--- src/rtl/sim_pkg.sv ---
// rtl/sim_pkg.sv - shared arbiter state type and memory width codes
//
// Purpose : types and constants shared by the memory arbiter and its bench.
// Contents: arb_state_t  - arbiter FSM states
//           MEM_W_*      - access width codes carried on d_width / m_width
package sim_pkg;

    typedef enum logic [1:0] {
        IDLE   = 2'd0,
        I_WAIT = 2'd1,
        D_WAIT = 2'd2,
        I_DROP = 2'd3
    } arb_state_t;

    localparam logic [2:0] MEM_W_BYTE  = 3'b000;
    localparam logic [2:0] MEM_W_HALF  = 3'b001;
    localparam logic [2:0] MEM_W_WORD  = 3'b010;
    localparam logic [2:0] MEM_W_BYTEU = 3'b100;
    localparam logic [2:0] MEM_W_HALFU = 3'b101;

endpackage

--- src/rtl/mem_arbiter.sv ---
// rtl/mem_arbiter.sv - fetch/data arbiter onto a single-outstanding memory port
//
// Purpose : merges an instruction-fetch requester and a data requester onto
//           one memory port with at most one transaction in flight. Data has
//           priority unless fetch has lost STARVE_LIMIT consecutive arbitrations.
// Ports   : clk, rst                              clock, async active-high reset
//           if_req/if_addr -> if_gnt/if_rvalid/if_rdata      fetch side
//           d_req/d_we/d_width/d_addr/d_wdata ->
//                               d_gnt/d_rvalid/d_rdata        data side
//           halt, flush                           stop issuing / discard fetch
//           m_req/m_we/m_width/m_addr/m_wdata <- m_gnt/m_rvalid/m_rdata  memory
module mem_arbiter
    import sim_pkg::*;
#(
    parameter int STARVE_LIMIT = 4
) (
    input  logic        clk,
    input  logic        rst,
    input  logic        if_req,
    input  logic [31:0] if_addr,
    output logic        if_gnt,
    output logic        if_rvalid,
    output logic [31:0] if_rdata,
    input  logic        d_req,
    input  logic        d_we,
    input  logic [2:0]  d_width,
    input  logic [31:0] d_addr,
    input  logic [31:0] d_wdata,
    output logic        d_gnt,
    output logic        d_rvalid,
    output logic [31:0] d_rdata,
    input  logic        halt,
    input  logic        flush,
    output logic        m_req,
    output logic        m_we,
    output logic [2:0]  m_width,
    output logic [31:0] m_addr,
    output logic [31:0] m_wdata,
    input  logic        m_gnt,
    input  logic        m_rvalid,
    input  logic [31:0] m_rdata
);

    localparam logic [3:0] LIMIT = 4'(STARVE_LIMIT);

    arb_state_t state_q, state_d;
    logic [3:0] starve_q, starve_d;

    logic issue_ok;
    logic fetch_win;
    logic handshake;

    // ------------------------------------------------------------------
    // Arbitration and memory-side outputs
    // ------------------------------------------------------------------
    always_comb begin
        // A new request may go out when idle, or in the same cycle the
        // outstanding response returns (back-to-back issue).
        issue_ok  = !halt && ((state_q == IDLE) || m_rvalid);
        fetch_win = if_req && (!d_req || (starve_q == LIMIT));

        // rst gates every output so they read 0 while reset is held.
        m_req     = !rst && issue_ok && (if_req || d_req);
        handshake = m_req && m_gnt;
        if_gnt    = handshake && fetch_win;
        d_gnt     = handshake && !fetch_win;

        m_we    = 1'b0;
        m_width = 3'b000;
        m_addr  = 32'h0;
        m_wdata = 32'h0;
        if (m_req) begin
            if (fetch_win) begin
                m_width = MEM_W_WORD;
                m_addr  = if_addr;
            end else begin
                m_we    = d_we;
                m_width = d_width;
                m_addr  = d_addr;
                m_wdata = d_wdata;
            end
        end

        // A flush in the same cycle as the fetch response kills the response.
        if_rvalid = !rst && m_rvalid && (state_q == I_WAIT) && !flush;
        d_rvalid  = !rst && m_rvalid && (state_q == D_WAIT);
        if_rdata  = rst ? 32'h0 : m_rdata;
        d_rdata   = rst ? 32'h0 : m_rdata;
    end

    // ------------------------------------------------------------------
    // Next state
    // ------------------------------------------------------------------
    always_comb begin
        state_d = state_q;
        case (state_q)
            IDLE: begin
                // A stray response arriving here (e.g. after reset) is dropped.
                if (handshake) begin
                    state_d = fetch_win ? I_WAIT : D_WAIT;
                end
            end
            I_WAIT: begin
                if (m_rvalid) begin
                    if (handshake) begin
                        state_d = fetch_win ? I_WAIT : D_WAIT;
                    end else begin
                        state_d = IDLE;
                    end
                end else if (flush) begin
                    state_d = I_DROP;
                end
            end
            D_WAIT, I_DROP: begin
                if (m_rvalid) begin
                    if (handshake) begin
                        state_d = fetch_win ? I_WAIT : D_WAIT;
                    end else begin
                        state_d = IDLE;
                    end
                end
            end
            default: state_d = IDLE;
        endcase
    end

    // ------------------------------------------------------------------
    // Fetch starvation counter: counts cycles where fetch waited while a
    // data request was put on the bus; saturates at the limit.
    // ------------------------------------------------------------------
    always_comb begin
        starve_d = starve_q;
        if (!if_req || if_gnt) begin
            starve_d = 4'd0;
        end else if (m_req && !fetch_win && (starve_q != LIMIT)) begin
            starve_d = starve_q + 4'd1;
        end
    end

    always_ff @(posedge clk or posedge rst) begin
        if (rst) begin
            state_q  <= IDLE;
            starve_q <= 4'd0;
        end else begin
            state_q  <= state_d;
            starve_q <= starve_d;
        end
    end

endmodule

--- config.mk ---
export PLATFORM = sky130hd
export DESIGN_NAME = mem_arbiter
export DESIGN_NICKNAME = d
export VERILOG_FILES = /design/src/rtl/sim_pkg.sv /design/src/rtl/mem_arbiter.sv
export SDC_FILE = /design/constraint.sdc
export NUM_CORES = 1
export LEC_CHECK = 0
export ABC_CLOCK_PERIOD_IN_PS = 3360
export CORE_AREA = 2 2 108 110
export DETAILED_ROUTE_END_ITERATION = 10
export DIE_AREA = 0 0 110 112
export GPL_TIMING_DRIVEN = 0
export PLACE_DENSITY = 0.71
export SYNTH_ARGS = -nofsm -noshare
export SYNTH_HDL_FRONTEND = slang
export SYNTH_SLANG_ARGS = --single-unit
export TNS_END_PERCENT = 50
--- constraint.sdc ---
create_clock -name clk -period 3.36 [get_ports clk]
set_input_delay 0.672 -clock clk [delete_from_list [all_inputs] [get_ports clk]]
set_output_delay 0.672 -clock clk [all_outputs]
set_load 0.01 [all_outputs]
# --- Yosys cells after proc, flatten, opt, wreduce, memory -nomap -nowiden ---
# Cells that the tools add are included.
totals:
  register_bits: 6
  latch_bits: 0
  mem_bits_rw: 0
  mem_bits_ro: 0
  inputBits: 140
  out_inout_bits: 137
  wordCells: 56
  n_memories: 0
op_classes:
  add_sub_neg: 1
  multipliers: 0
  div_mod_pow: 0
  magnitude_cmp: 0
  n_eq_ne: 8
  shifts: 0
  mux: 18
  bitwise_logic: 0
  n_reduce_logical: 27
op_table:
  columns: ["op", "n"]
  rows:
  - ["32-bit two-way mux", 5]
  - ["1-bit logical AND", 13]
  - ["2-bit two-way mux", 6]
  - ["4-bit two-way mux", 2]
  - ["1-bit logical NOT", 6]
  - ["3-bit two-way mux", 2]
  - ["2-bit case mux with 3 select lines", 1]
  - ["4-bit by 1-bit adder with 4-bit output (second input constant)", 1]
  - ["2-bit == test (second input constant)", 2]
  - ["4-bit by 3-bit == test with 1-bit output (second input constant)", 1]
  - ["1-bit logical OR", 4]
  - ["2-bit inequality test (second input constant)", 2]
  - ["4-bit by 3-bit inequality test with 1-bit output (second input constant)", 1]
  - ["3-bit inequality test (second input constant)", 1]
  - ["3-bit AND reduction", 1]
  - ["2-bit by 1-bit == test with 1-bit output (second input constant)", 1]
  - ["2-bit logical NOT", 1]
  - ["1-bit two-way mux", 2]
  - ["2-bit nonzero test", 1]
  - ["2-bit OR reduction", 1]

# --- Longest topological paths before layout ---
# Gate-level depths: netlist of run 1.
logic_depth:
  depth_word: 9
  mapped_depth: 8
  mapped_depth_nobuf: 6

# --- Least setup slack after synthesis of run 1 ---
# Ideal clock, no wire load.
synth_timing:
  path_kind: "input to output"
  startpoint: "in d_req"
  endpoint: "out m_addr[10]"
  arrival_time_ps: 1497
  t_required_ps: 2688
  path_slack_ps: 1191
  stages: 6
  path_buffers: 3
  cell_sequence: "buf_2 -> a21o_1 -> buf_6 -> buf_6 -> nand2_1 -> a21oi_1"
synth_via:
  elab_chain_len: 5
  word_cells_on_any_way: 7
  classes_between: "mux: 2; reduce/logical: 5"
synth_rtl:
  columns: ["element", "line", "text"]
  rows:
  - ["from (decl)", "mem_arbiter.sv:24", "input logic d_req,"]
  - ["1-bit logical NOT", "mem_arbiter.sv:60", "fetch_win = if_req && (!d_req || (starve_q == LIMIT));"]
  - ["1-bit logical OR", "mem_arbiter.sv:60", null]
  - ["1-bit logical AND", "mem_arbiter.sv:60", null]
  - ["32-bit two-way mux", "mem_arbiter.sv:73", "if (fetch_win) begin"]
  - ["32-bit two-way mux (*)", "mem_arbiter.sv:72", "if (m_req) begin"]
  - ["to (decl)", "mem_arbiter.sv:37", "output logic [31:0] m_addr,"]
# Every way passes the cells marked *; elsewhere a longest branch is shown, timed or not.

# --- Worst setup path after layout of run 1 ---
layout_timing:
  startpoint: "in halt"
  endpoint: "out m_addr[24]"
layout_via:
  elab_chain_len: 5
layout_rtl:
  columns: ["element", "line", "text"]
  rows:
  - ["from (decl)", "mem_arbiter.sv:32", "input logic halt,"]
  - ["1-bit logical NOT", "mem_arbiter.sv:59", "issue_ok = !halt && ((state_q == IDLE) || m_rvalid);"]
  - ["1-bit logical AND", "mem_arbiter.sv:59", null]
  - ["1-bit logical AND (2 in series)", "mem_arbiter.sv:63", "m_req = !rst && issue_ok && (if_req || d_req);"]
  - ["32-bit two-way mux", "mem_arbiter.sv:72", null]
# Every way passes these cells.

==> flow_summary_export.csv, run 1 <==
group,metric,value,unit
outcome,status,"finished, final reports clean",
drt,via_per_inst,3.98,
power_and_ir_drop,power.density,163,mW/mm^2
worst_hold_path,hp-class,"reg -> reg",
finish,fin_util,0.418,
worst_setup_path,crit_required,2.69,ns
job,maxCapViolCount,0,
power_and_ir_drop,sw_frac_of_total,0.278,
place,place_area,0.00458,sq mm
drt,num_vias,2740,
synth,syn_area,0.00164,sq mm
power_and_ir_drop,clock_power_share,0.252,
clocking,cts.sinks,6,
die,die_area,0.0123,sq mm
worst_setup_path,cp_data_arrival_time,2.57,ns
drt,dr.pass1.iters,4,
clocking,insertion_delay,0.23,ns
worst_setup_path,critPathMaxFanout,10,
die,dieHeight,112,microns
clocking,cts_max_level,1,
timing,fin_setup_tns,0,ns
clocking,cts_tree,"done",
global_route,antenna_found_initial,0,
synth,synthTopCellsByArea,"nand2_1, buf_4, and2_1",
clocking,cts_buffers,3,
die,die_x,110,microns
finish,fin_nets,689,
drt,drtIter0Drc,69,
timing,layout_min_cycle_time,3.24,ns
drt,wirelength,9030,microns
finish,fin_area,0.00467,sq mm
power_and_ir_drop,p_leak,1.91,nW
synth,synth_top_area_frac,0.153,
global_route,grt_pass1_wl,12900,microns
synth,synth-edff-count,0,
timing,rsz0062_at_grt,"no",
finish,drive_gt1_frac,0.105,
synth,syn_nets,408,
place,dpl.hpwl,7890,microns
synth,syn_inst,266,
global_route,grt_start_max_net_pins,11,
timing,drv_slew,0,
finish,area_delta_synth_final,184,%
global_route,track_usage,0.131,
worst_setup_path,crit_path_start,"halt",
finish,antenna_cells,0,
synth,ys_seq_elements,6,
clocking,postCtsHoldBufs,0,
finish,mostFrequentLayoutCells,"clkdlybuf4s50_1, nand2_1, and2_1",
global_route,gr-total-overflow,0,
power_and_ir_drop,ir_drop,0.101,mV
synth,ys_types,29,
synth,avgSynthCellArea,6.18,sq um
timing,skew,0.000261,ns
worst_setup_path,critical_path_class,"in -> out",
synth,yosysTopAreaCell,"nand2_1",
worst_setup_path,r2r_start,"starve_q[0]$_DFFE_PP0P_",
drt,wl_per_cell,13.1,microns
clocking,clk_path_buf_depth,2,
timing,fmaxAchievable,309,MHz
timing,finalCritPeriodShare,0.964,
power_and_ir_drop,internal_power,549,uW
timing,finalHoldViolations,0,
clocking,path_clk_slew,0.03,ns
drt,drc,0,
synth,seq_area_frac_synth,0.0913,
place,gp_congestion,0.830,
place,portBuffers,275,
drt,ant_nets,0,
die,boundaryPins,277,
power_and_ir_drop,combPwrFrac,0.646,
synth,ys.flop_type,"dfrtp_1",
worst_setup_path,crit_path_start_kind,"input port",
power_and_ir_drop,pwr-share-seq,0.102,
die,num_rows,39,
timing,maxSlewHeadroom,0.723,
global_route,grt_pass1_vias,2616,
worst_hold_path,worstHoldStart,"starve_q[3]$_DFFE_PP0P_",
die,design.core.area,0.0112,sq mm
worst_setup_path,cp-end-kind,"output pin",
finish,final_common_cell,"clkdlybuf4s50_1",
power_and_ir_drop,p_switching,211,uW
clocking,cts_root_buf,"clkbuf_16",
die,start_util,0.147,
timing,worst_slew_pin_slew,0.415,ns
synth,synthArstFlopShare,1.00,
synth,yosys_warnings,0,
timing,finalSetupViolCount,0,
-- flip-flops by register name, indices dropped and copies added (netlist names) --
name / count
starve_q: 4
state_q: 2
-- Yosys cell counts (all sizes together), types with 2 or more instances --
library cell,instances
o22ai,3
dfrtp,6
nor2,9
inv,8
nor2b,34
o21ai,4
clkbuf,6
o211ai,2
and2,35
ha,2
nand3,2
a21oi,35
nand2,67
and4,2
buf,43
-- repair_timing --
action | in CTS | in global routing
resized for setup | 4 | 5
setup endpoints to repair | 60 | 60
pin swaps | 0 | 0
setup buffers | 1 | 0
-- power by group through the flow --
stage / registers (mW) / logic [mW] / clock network (mW)
6_report: 0.0772 / 0.491 / 0.192
5_1_grt: 0.0777 / 0.526 / 0.201
4_1_cts: 0.0772 / 0.496 / 0.195
3_5_place_dp: 0.0780 / 0.492 / 0
3_3_place_gp: 0.0779 / 0.485 / 0
2_1_floorplan: 0.0774 / 0.169 / 0
-- layout make-up --
cell class                      instances  area [sq um]
Fill cell                            1131          6500
Timing Repair Buffer                  276          2770
Multi-Input combinational cell        203          1110
Buffer                                 49           368
Tap cell                              143           179
Sequential cell                         6           150
Clock buffer                            3          75.1
Inverter                                8          30.0
-- per-stage QoR --
step | setup WS, ns | power [mW] | instances | hold slack [ns]
floorplan | 1.19 | 0.246 | 266 | 0.474
global placement | -0.226 | 0.563 | 684 | 0.545
detailed placement | -0.313 | 0.570 | 684 | 0.549
CTS | -0.0250 | 0.768 | 688 | 0.567
global route | 0.00151 | 0.805 | 688 | 0.589
finish | 0.122 | 0.760 | 688 | 0.579
-- layer usage --
metal | vias up | part of all wire | global-route usage | wire length [microns]
met5 | - | 0 | 0 | 0
met4 | 0 | 0.0079 | 0.0278 | 71
met3 | 4 | 0.11 | 0.0316 | 996
met2 | 157 | 0.52 | 0.251 | 4720
met1 | 1202 | 0.36 | 0.142 | 3240
li1 | 1377 | - | - | -
-- path summary, 6_finish.rpt --
| path | slack (ns) | cells after the start | end |
|---|---|---|---|
| hold / removal | 0.58 | 2 | starve_q[3]$_DFFE_PP0P_ |
| setup / recovery | 0.12 | 7 | m_addr[24] |
| setup reg to reg | 1.77 | 7 | state_q[0]$_DFFE_PP0P_ |
| max in group asynchronous | 2.46 | 2 | state_q[1]$_DFFE_PP0P_ |
| min in group asynchronous | 0.69 | 2 | starve_q[3]$_DFFE_PP0P_ |
| hold reg to reg | 0.58 | 2 | starve_q[3]$_DFFE_PP0P_ |
-- cells by family after synthesis --
kind of cell,after synthesis,synth area share
adder cells (fa/ha/maj),2,0.0152
multiplexers,1,0.00609
AO/OA/AOI/OAI,48,0.172
flip-flops,6,0.0913
buffers and inverters,57,0.239
AND/OR/NAND/NOR,152,0.476
-- worst max-delay path, cell delays in order --
cell             delay, ns
clkdlybuf4s50_1       0.41
nor2_2                0.15
o21a_1                0.21
o21ai_2               0.16
buf_2                 0.22
a21oi_1               0.17
clkdlybuf4s50_1       0.57
Power figures use the tool's default switching activity.
==> run 2, diff against run 1 <==
Settings changed: CTS_BUF_LIST set to sky130_fd_sc_hd__clkbuf_8.
==> run 2 against run 1 <==
- routed wire length is 0.29% lower
- sequential share of layout area hardly changed
- setup slack improved by 0.0031 ns
- clock skew about the same
- register-to-register slack about the same
- hold slack lost 0.012 ns
- via count decreased by 0.22%
- global-route usage fell by 0.11 points
- combinational power hardly changed
- non-clock buffer count unchanged
- cell area decreased by 0.72%
==> flow_summary_export.csv, run 2 (synthesized netlist as in run 1, its figures left out) <==
group,metric,value,unit
finish,fin_area,0.00464,sq mm
global_route,grt_pass1_wl,12800,microns
global_route,track_usage,0.130,
drt,drtIter0Drc,60,
place,place_area,0.00458,sq mm
global_route,grt_use_met3,0.0316,
finish,final_common_cell,"clkdlybuf4s50_1",
worst_setup_path,crit_required,2.69,ns
finish,antenna_cells,0,
clocking,cts_tree,"done",
timing,fmaxAchievable,309,MHz
timing,hold_ws,0.567,ns
finish,area_delta_synth_final,182,%
timing,finalCritPeriodShare,0.963,
place,gp_congestion,0.830,
drt,drc,0,
timing,skew,0.000436,ns
timing,drv_slew,0,
finish,largest_reg_flops,4,
timing,finalHoldViolations,0,
die,num_rows,39,
timing,worst_slew_pin_slew,0.415,ns
global_route,met1_usage,0.141,
global_route,grt_start_max_net_pins,11,
die,boundaryPins,277,
worst_setup_path,cp-end-kind,"output pin",
timing,maxSlewHeadroom,0.723,
die,design.core.area,0.0112,sq mm
drt,wirelength,9000,microns
die,die_x,110,microns
global_route,gr-total-overflow,0,
drt,ant_nets,0,
clocking,insertion_delay,0.22,ns
power_and_ir_drop,p_leak,1.89,nW
timing,fin_setup_tns,0,ns
die,dieHeight,112,microns
global_route,grt_pass1_vias,2599,
die,die_area,0.0123,sq mm
outcome,status,"finished, final reports clean",
worst_setup_path,crit_path_start_kind,"input port",
timing,finalSetupViolCount,0,
place,portBuffers,275,
finish,fin_util,0.415,
global_route,grt_busiest_layer,"met2",
worst_setup_path,cp_data_arrival_time,2.56,ns
drt,wl_per_cell,13.1,microns
clocking,cts_buffers,3,
finish,fin_nets,689,
place,dpl.cell_count,684,
clocking,clk_path_buf_depth,2,
clocking,cts.sinks,6,
worst_setup_path,critPathMaxFanout,10,
finish,fin_cells,688,
drt,dr.pass1.iters,4,
finish,largest_register,"starve_q",
clocking,path_clk_slew,0.04,ns
place,dpl.hpwl,7890,microns
finish,biggestRegsByFlops,"starve_q: 4 flops, state_q: 2 flops",
clocking,cts_max_level,1,
worst_hold_path,hp-class,"reg -> reg",
finish,drive_gt1_frac,0.105,
drt,num_vias,2734,
clocking,cts_root_buf,"clkbuf_8",
job,maxCapViolCount,0,
drt,via_per_inst,3.97,
timing,rsz0062_at_grt,"no",
finish,mostFrequentLayoutCells,"clkdlybuf4s50_1, nand2_1, and2_1",
worst_setup_path,r2r_slack,1.77,ns
power_and_ir_drop,ir_drop,0.0896,mV
die,start_util,0.147,
global_route,antenna_found_initial,0,
power_and_ir_drop,power.density,146,mW/mm^2
worst_setup_path,critical_path_class,"in -> out",
global_route,grtUsageMet2,0.249,
timing,layout_min_cycle_time,3.23,ns
==> run 2: cell counts in the layout (fill, tap and decap cells not counted) <==
Identical to the previous run, type by type.
==> run 2: cell type report <==
class                   count  area [sq um]
repair buffers            276          2770
fillers                  1135          6530
multi-input cells         203          1110
clock buffers               3          41.3
flip-flops and latches      6           150
plain buffers              49           368
well taps                 143           179
inverters                   8          30.0
==> run 2: worst paths after layout <==
path | start | end | cells past startpoint
worst max register to register | starve_q[0]$_DFFE_PP0P_ | state_q[0]$_DFFE_PP0P_ | 7
worst min register to register | starve_q[3]$_DFFE_PP0P_ | starve_q[3]$_DFFE_PP0P_ | 2
worst max-delay path | halt | m_addr[24] | 7
min in group asynchronous | rst | state_q[0]$_DFFE_PP0P_ | 2
max in group asynchronous | rst | starve_q[2]$_DFFE_PP0P_ | 2
worst min-delay path | starve_q[3]$_DFFE_PP0P_ | starve_q[3]$_DFFE_PP0P_ | 2
==> run 2: power breakdown <==
group / internal (mW) / switching [mW] / leakage (nW)
registers: 0.0749 / 0.00222 / 0.0827
clock network: 0.0769 / 0.0301 / 0.0216
logic: 0.321 / 0.170 / 1.79
total: 0.473 / 0.202 / 1.89
==> run 2: critical path: stages <==
cell	delay, ns
clkdlybuf4s50_1	0.41
nor2_2	0.15
o21a_1	0.21
o21ai_2	0.16
buf_2	0.22
a21oi_1	0.17
clkdlybuf4s50_1	0.57
==> run 2: layer usage <==
layer / vias up / share of wire / routed length (microns)
met5: - / 0 / 0
met3: 4 / 0.11 / 998
met2: 159 / 0.52 / 4690
met1: 1193 / 0.36 / 3240
met4: 0 / 0.0084 / 76
li1: 1378 / - / -
==> run 2: repair_timing <==
| action | CTS | global route |
|---|---|---|
| hold buffers | 0 | 0 |
| resized for setup | 4 | 5 |
| setup buffers | 1 | 0 |
| endpoints found under the setup margin | 60 | 60 |
| endpoints found under the hold margin | 0 | 0 |
==> run 2: through the flow <==
stage               total power, mW  worst slack, ns
CTS                           0.683          -0.0250
finish                        0.675            0.125
global route                  0.719          0.00151
global placement              0.563           -0.226
floorplan                     0.246             1.19
detailed placement            0.570           -0.313
